[src/rtl/pa_soc_itcm_arb.sv]
// Two-port read arbiter in front of the single-port ITCM: load/store has priority,
// with a starvation guard that forces a fetch win after STARVE_MAX lost conflicts.
module pa_soc_itcm_arb #(
  parameter int unsigned ADDR_W     = 32,
  parameter int unsigned DATA_W     = 32,
  parameter int unsigned STARVE_MAX = 4
) (
  input  logic              clk_i,
  input  logic              rst_i,
  input  logic              if_req_i,
  input  logic [ADDR_W-1:0] if_addr_i,
  output logic              if_gnt_o,
  output logic              if_rvalid_o,
  output logic [DATA_W-1:0] if_rdata_o,
  output logic              if_err_o,
  input  logic              ls_req_i,
  input  logic [ADDR_W-1:0] ls_addr_i,
  output logic              ls_gnt_o,
  output logic              ls_rvalid_o,
  output logic [DATA_W-1:0] ls_rdata_o,
  output logic              ls_err_o,
  output logic [ADDR_W-1:0] itcm_addr_o,
  input  logic [DATA_W-1:0] itcm_data_i,
  input  logic              itcm_unalign_i
);

  localparam logic [3:0] StarveMax = 4'(STARVE_MAX);

  logic [3:0]        starve_q, starve_d;
  logic              if_gnt, ls_gnt, force_if;
  logic [DATA_W-1:0] rsp_data;

  logic              if_rvalid_q, ls_rvalid_q;
  logic [DATA_W-1:0] if_rdata_q, ls_rdata_q;
  logic              if_err_q, ls_err_q;

  always_comb begin
    force_if    = if_req_i && (starve_q == StarveMax);
    ls_gnt      = !rst_i && ls_req_i && !force_if;
    if_gnt      = !rst_i && if_req_i && !ls_gnt;
    itcm_addr_o = ls_gnt ? ls_addr_i : if_addr_i;
    // Misaligned reads return zero data alongside the error flag.
    rsp_data    = itcm_unalign_i ? '0 : itcm_data_i;

    starve_d = starve_q;
    if (!if_req_i || if_gnt) begin
      starve_d = '0;
    end else if (ls_gnt && (starve_q != StarveMax)) begin
      starve_d = starve_q + 4'd1;
    end
  end

  always_ff @(posedge clk_i or posedge rst_i) begin
    if (rst_i) begin
      starve_q    <= '0;
      if_rvalid_q <= 1'b0;
      ls_rvalid_q <= 1'b0;
      if_rdata_q  <= '0;
      ls_rdata_q  <= '0;
      if_err_q    <= 1'b0;
      ls_err_q    <= 1'b0;
    end else begin
      starve_q    <= starve_d;
      if_rvalid_q <= if_gnt;
      ls_rvalid_q <= ls_gnt;
      // Only the owning port's response registers update; the other holds.
      if (if_gnt) begin
        if_rdata_q <= rsp_data;
        if_err_q   <= itcm_unalign_i;
      end
      if (ls_gnt) begin
        ls_rdata_q <= rsp_data;
        ls_err_q   <= itcm_unalign_i;
      end
    end
  end

  assign if_gnt_o    = if_gnt;
  assign ls_gnt_o    = ls_gnt;
  assign if_rvalid_o = if_rvalid_q;
  assign ls_rvalid_o = ls_rvalid_q;
  assign if_rdata_o  = if_rdata_q;
  assign ls_rdata_o  = ls_rdata_q;
  assign if_err_o    = if_err_q;
  assign ls_err_o    = ls_err_q;

endmodule

[config.mk]
export PLATFORM = sky130hd
export DESIGN_NAME = pa_soc_itcm_arb
export DESIGN_NICKNAME = d
export VERILOG_FILES = /design/src/rtl/pa_soc_itcm_arb.sv
export SDC_FILE = /design/constraint.sdc
export NUM_CORES = 1
export LEC_CHECK = 0
export CAP_MARGIN = 10
export CORE_MARGIN = 2
export CORE_UTILIZATION = 40
export DETAILED_ROUTE_END_ITERATION = 10
export GPL_TIMING_DRIVEN = 0
export PLACE_DENSITY = 0.82
export SYNTH_ARGS = -nofsm -noshare
export SYNTH_HDL_FRONTEND = slang
export SYNTH_SLANG_ARGS = --single-unit
[constraint.sdc]
create_clock -name clk_i -period 17.1 [get_ports clk_i]
set_input_delay 5.13 -clock clk_i [delete_from_list [all_inputs] [get_ports clk_i]]
set_output_delay 5.13 -clock clk_i [all_outputs]
set_load 0.05 [all_outputs]
## Word level (Yosys, flattened, before mapping)

Cells that the tools add are included.
W data, S select, Z words.

| operators by class | value |
|---|---|
| $add $sub $neg | 1 |
| equal/unequal tests | 2 |
| muxes and demuxes | 4 |
| reduce and logical (&&, ||, !) cells | 12 |

Operators by type and width:

| operator | count |
|---|---|
| $mux W32 | 2 |
| $mux W4 | 2 |
| $logic_and A1 B1 Y1 | 6 |
| $add A4 B1 Y4 const B | 1 |
| $eq A4 B3 Y1 const B | 1 |
| $logic_not A1 Y1 | 4 |
| $ne A4 B3 Y1 const B | 1 |
| $reduce_bool A2 Y1 | 1 |
| $logic_or A1 B1 Y1 | 1 |

| storage, ports and cells | value |
|---|---|
| bits in registers | 72 |
| input bits | 101 |
| output and inout port bits | 102 |
| word-level logic and storage cells | 26 |

## Depth between registers and ports, before layout

Gate-level depths: netlist of the first run.

| logic depth | value |
|---|---|
| depth in word-level cells | 8 |
| mapped depth | 7 |
| depth with buffers taken out | 5 |

## Least setup slack after synthesis of the first run

Ideal clock, no wire load.

| timing path | value |
|---|---|
| path kind | input-to-output |
| start | in rst_i |
| end | out itcm_addr_o[18] |
| arrival | 7781 ps |
| data required time | 11970 ps |
| slack | 4189 ps |
| stages on the path | 5 |
| path buffers | 2 |
| path through | inv_1 -> o211a_1 -> buf_6 -> buf_6 -> mux2_2 |

| on the way | value |
|---|---|
| longest elaborated chain between the ends | 4 |

Ends and longest elaborated chain:

| what | line | RTL |
|---|---|---|
| start: declaration | 9 | `input logic rst_i,` |
| $logic_not A1 Y1 (no line) | -- |  |
| $logic_and A1 B1 Y1 (2 in series) | 39 | `ls_gnt = !rst_i && ls_req_i && !force_if;` |
| $mux W32 | 41 | `itcm_addr_o = ls_gnt ? ls_addr_i : if_addr_i;` |
| end: declaration | 22 | `output logic [ADDR_W-1:0] itcm_addr_o,` |

No other way between the ends.

## Worst setup path after layout of the first run

| timing path | value |
|---|---|
| start | in rst_i |
| end | out itcm_addr_o[29] |

The elaborated chain is that of the path after synthesis.

==> results.ini, run 1 <==
[die]
ios = 203
die_x_um = 96.11
rows = 33
die-area_um2 = 9236
chipHeight_um = 96.11
start_util_pct = 41.30
coreArea_um2 = 8217

[place]
place_area_um2 = 5549
gp_congestion = 0.7104
dp_hpwl_um = 7049
place_inst = 545
port_buffers = 202

[cells_and_area]
num-nets-final = 554
multi_input_area_um2 = 1461
fillers = 621
diodes = 0
fin_util_pct = 70.23
stdcell_count = 561
mostFrequentLayoutCell = clkdlybuf4s50_1
drive_gt1_share_pct = 27.41
regArea_um2 = 1802
final_cell_mix = clkdlybuf4s50_1, mux2_2, dfrtp_1, nor2b_1, clkbuf_8
final_cell_area_um2 = 5771
syn_to_final_growth_pct = 70.06

[routing]
ant_nets = 0
vias_per_cell = 4.900
drc_errors = 0
vias = 2749
first_pass_iters = 4
wl_um = 9062
drt_iter0_markers = 69
wl_per_cell_um = 16.15

[critical_path]
path_class = primary input to primary output
startpoint_type = primary input
critPathRequiredTime_ns = 11.97
cp-end-kind = primary output
critPathArrivalTime_ns = 8.19
cp_max_fo = 75

[cts]
post_cts_buffers = 0
cts_tree = built
ctsHoldBuffers = 0
cts_root_buf = clkbuf_8
cts.path.max_buffers = 2
insertion_delay_ns = 0.35
clkTransAtPathRegs_ns = 0.08
htreeDepth = 3
numCtsBuffers = 9
numClockSinks = 72
ctsResizeCount = 0

[pwr]
vdd_drop_max_uv = 44.78
net-switching-power_mw = 0.2099
clock_power_share_pct = 25.5
swShare_pct = 36.17
internal_power_mw = 0.3704
power_mw = 0.5804
pwr-share-comb_pct = 39.4
seqPwrFrac_pct = 35.1
p_per_area_nw_per_um2 = 100.6
p_leak_nw = 2.429

[sta]
timing.slew.headroom_pct = 39.71
hold_viol_final = 0
fmax_mhz = 75.05
finalSetupViolCount = 0
rsz0062_at_grt = false
finalClockSkew_ns = 0.007708
drv_slew = 0
timing.final.crit_share_pct = 77.92
setup_tns_ns = 0
fin_crit_ns = 13.32
tightest_slew_ns = 0.9043

[logic_synthesis]
synthTopCellsByArea = dfrtp_1, mux2_2, nor2b_1
seq_area_frac_synth_pct = 53.10
synth_top_flop_cell = dfrtp_1
synthesis.area_um2 = 3393
yosys.area.top_type = dfrtp_1
synth_edf_count = 0
synth_cells = 238
synth_cell_types = 21
ys_warn_count = 0
synth-async-reset-ratio_pct = 100.0
netlist.area_leader.share_pct = 53.10
ys_ff_latch = 72
avgSynthCellArea_um2 = 14.26
synth_nets = 341

[global_route]
grt_max_degree = 76
grt_pass1_vias = 2834
grt_use_total_pct = 19.30
antenna_found_initial = 0
grt_pass1_wl_um = 13300
gr-total-overflow = 0

[job]
drv_cap = 0

[min_path]
hp-class = flip-flop to flip-flop

[status]
status = complete, no violations

-- logic make-up (layout without fill, tap and decap cells) --
group / count (synthesis) / count (layout) / synth area share [%]
simple gates: 40 / 40 / 7.817
mux: 98 / 98 / 32.52
flops: 72 / 72 / 53.10
compound gates: 8 / 8 / 1.991
fa+ha+maj: 2 / 2 / 0.7373
buf+inv: 18 / 236 / 3.835
-- metrics by stage --
stage          hold WS, ns  setup WS (ns)
2_1_floorplan       0.4821          4.189
3_3_place_gp        0.4727          2.309
3_5_place_dp        0.4847          3.714
4_1_cts             0.5039          3.715
5_1_grt             0.5213          3.529
6_report            0.5041          3.776
-- power by group through the flow --
stage	Sequential [mW]	Clock, mW	Combinational [mW]
6_report	0.204	0.148	0.229
3_3_place_gp	0.206	0	0.228
3_5_place_dp	0.207	0	0.230
2_1_floorplan	0.284	0	0.0628
4_1_cts	0.204	0.152	0.231
5_1_grt	0.206	0.158	0.238
-- per-layer routing --
layer / up-vias / track usage (%) / routed length, um
met3: 18 / 6.108 / 976
met2: 151 / 34.61 / 4567
li1: 1259 / - / -
met5: - / 0 / 0
met4: 0 / 8.810 / 206
met1: 1321 / 20.55 / 3311
-- final timing paths --
kind | from | endpoint | slack, ns | cells after the start
max | rst_i | itcm_addr_o[29] | 3.78 | 7
min | if_rdata_o[24]$_DFFE_PP0P_ | if_rdata_o[24]$_DFFE_PP0P_ | 0.50 | 1
max reg2reg | starve_q[0]$_DFFE_PP0P_ | if_rdata_o[3]$_DFFE_PP0P_ | 15.07 | 6
min reg2reg | if_rdata_o[24]$_DFFE_PP0P_ | if_rdata_o[24]$_DFFE_PP0P_ | 0.50 | 1
max in group asynchronous | rst_i | if_err_o$_DFFE_PP0P_ | 10.96 | 2
min in group asynchronous | rst_i | starve_q[3]$_DFFE_PP0P_ | 5.56 | 2
-- worst max-delay path, cell delays in order --
cell and delay (ns):
clkdlybuf4s50_1 0.58, inv_4 0.74, o211a_1 0.32, buf_6 0.18, buf_6 0.17, mux2_2 0.35
clkdlybuf4s50_1 0.70
-- state kept, by name (all words and copies together) (netlist names) --
| signal | flops |
|---|---|
| if_rdata_o | 32 |
| ls_rdata_o | 32 |
| starve_q | 4 |
| if_err_o | 1 |
| if_rvalid_o | 1 |
| ls_err_o | 1 |
| ls_rvalid_o | 1 |
-- Yosys cell counts, types with 2 or more instances --
library cell  number
a21oi_1            3
buf_2              2
buf_6              8
clkbuf_1           3
dfrtp_1           72
ha_1               2
inv_1              5
mux2_2            97
nand3_1            2
nor2b_1           32
o32ai_1            2
-- layout make-up --
cell class | count | share of cell area (%)
Sequential cell | 72 | 31.22
Multi-Input combinational cell | 148 | 25.33
Clock buffer | 11 | 2.450
Timing Repair Buffer | 202 | 35.04
Inverter | 5 | 0.3686
Buffer | 13 | 1.930
Tap cell | 105 | 2.277
Clock inverter | 5 | 1.388
(Power assumes the default switching activity.)
==> run 2: changes to the inputs <==
--- a/config.mk
+++ b/config.mk
@@ -7,10 +7,10 @@
 export LEC_CHECK = 0
 export CAP_MARGIN = 10
 export CORE_MARGIN = 2
-export CORE_UTILIZATION = 40
+export CORE_UTILIZATION = 38
 export DETAILED_ROUTE_END_ITERATION = 10
 export GPL_TIMING_DRIVEN = 0
-export PLACE_DENSITY = 0.82
+export PLACE_DENSITY = 0.78
 export SYNTH_ARGS = -nofsm -noshare
 export SYNTH_HDL_FRONTEND = slang
 export SYNTH_SLANG_ARGS = --single-unit
==> constraint.sdc (replaced) <==
create_clock -name clk_i -period 13.89 [get_ports clk_i]
set_input_delay 4.167 -clock clk_i [delete_from_list [all_inputs] [get_ports clk_i]]
set_output_delay 4.167 -clock clk_i [all_outputs]
set_load 0.05 [all_outputs]
==> results.ini, run 2 (same netlist as run 1, synthesis figures left out) <==
[cts]
ctsHoldBuffers = 0
ctsResizeCount = 0
numCtsBuffers = 9
post_cts_buffers = 0
cts_root_buf = clkbuf_8
cts_tree = built
numClockSinks = 72
insertion_delay_ns = 0.35
htreeDepth = 3
clkTransAtPathRegs_ns = 0.08
cts.path.max_buffers = 2

[global_route]
grt_max_degree = 76
gr-total-overflow = 0
grt_pass1_vias = 2988
grt_use_total_pct = 19.89
grt_pass1_wl_um = 15000
antenna_found_initial = 0

[die]
coreArea_um2 = 8678
die_x_um = 98.50
die-area_um2 = 9701
start_util_pct = 39.10
ios = 203
rows = 34
chipHeight_um = 98.50

[critical_path]
reg2reg_from = starve_q[0]$_DFFE_PP0P_
reg2reg_depth = 6
critPathArrivalTime_ns = 7.21
cp_max_fo = 75
critPathRequiredTime_ns = 9.72
cp-end-kind = primary output
startpoint_type = primary input
worst_r2r_endpoint = if_rdata_o[2]$_DFFE_PP0P_
path_class = primary input to primary output
ff2ff_setup_slack_ns = 11.89

[sta]
timing.final.crit_share_pct = 81.94
setup_tns_ns = 0
fin_crit_ns = 11.38
finalClockSkew_ns = 0.01318
finalSetupViolCount = 0
timing.slew.headroom_pct = 39.10
hold_viol_final = 0
tightest_slew_ns = 0.9135
drv_slew = 0
fmax_mhz = 87.87
rsz0062_at_grt = false

[routing]
wl_um = 9388
vias = 2747
first_pass_iters = 4
ant_nets = 0
drc_errors = 0
vias_per_cell = 4.871
wl_per_cell_um = 16.65
drt_iter0_markers = 31

[place]
dp_hpwl_um = 7289
place_area_um2 = 5553
place_inst = 548
port_buffers = 202
gp_congestion = 0.7487

[min_path]
hp-class = flip-flop to flip-flop
holdPathStages = 1
hp-start = if_rdata_o[6]$_DFFE_PP0P_
min_to = if_rdata_o[6]$_DFFE_PP0P_

[cells_and_area]
fin_util_pct = 66.32
fillers = 703
final_cell_area_um2 = 5756
final_cell_mix = clkdlybuf4s50_1, mux2_2, dfrtp_1, nor2b_1, clkbuf_8
diodes = 0
drive_gt1_share_pct = 27.63
syn_to_final_growth_pct = 69.62
num-nets-final = 554
stdcell_count = 564
mostFrequentLayoutCell = clkdlybuf4s50_1

[status]
status = complete, no violations

[pwr]
p_per_area_nw_per_um2 = 122.0
vdd_drop_max_uv = 61.71
power_mw = 0.7019
p_leak_nw = 2.416

[job]
drv_cap = 0

## run 2: per-stage QoR
step / hold slack [ns] / setup slack, ns
after global placement: 0.4696 / 1.003
final: 0.5095 / 2.509
after floorplan: 0.4821 / 2.905
after CTS: 0.5108 / 2.397
after global routing: 0.5207 / 2.248
after detailed placement: 0.4830 / 2.410
## run 2: worst max-delay path by stage
stage | cells past startpoint | endpoint | slack [ns] | start
global route | 7 | itcm_addr_o[28] | 2.25 | rst_i
detailed placement | 7 | itcm_addr_o[26] | 2.41 | rst_i
global placement | 7 | itcm_addr_o[26] | 1.00 | rst_i
floorplan | 5 | itcm_addr_o[18] | 2.91 | rst_i
CTS | 7 | itcm_addr_o[26] | 2.40 | rst_i
finish | 7 | itcm_addr_o[26] | 2.51 | rst_i
## run 2: cell type report
type	count	area (um2)	share of cell area (%)
Buffer	13	111.4	1.935
Clock buffer	9	123.9	2.152
Clock inverter	7	78.83	1.370
Inverter	5	21.27	0.3696
Multi-Input combinational cell	148	1461	25.39
Sequential cell	72	1802	31.30
Tap cell	108	135.1	2.348
Timing Repair Buffer	202	2022	35.13
## run 2: where the power goes
part	total [mW]	internal (mW)	switching, mW
Combinational	0.282	0.114	0.168
Clock	0.170	0.0848	0.0850
Sequential	0.250	0.236	0.0139
## run 2: per-layer routing
layer  GRT usage [%]  vias up  wire length, um
met5               0        -                0
met3           5.957       10              823
met4           7.271        0              133
met2           36.05      138             4887
met1           22.03     1342             3544
li1                -     1257                -
## run 2: critical path: stages
cell             delay [ns]
clkdlybuf4s50_1        0.59
inv_4                  0.73
o211a_1                0.31
buf_6                  0.18
buf_6                  0.17
mux2_2                 0.36
clkdlybuf4s50_1        0.70
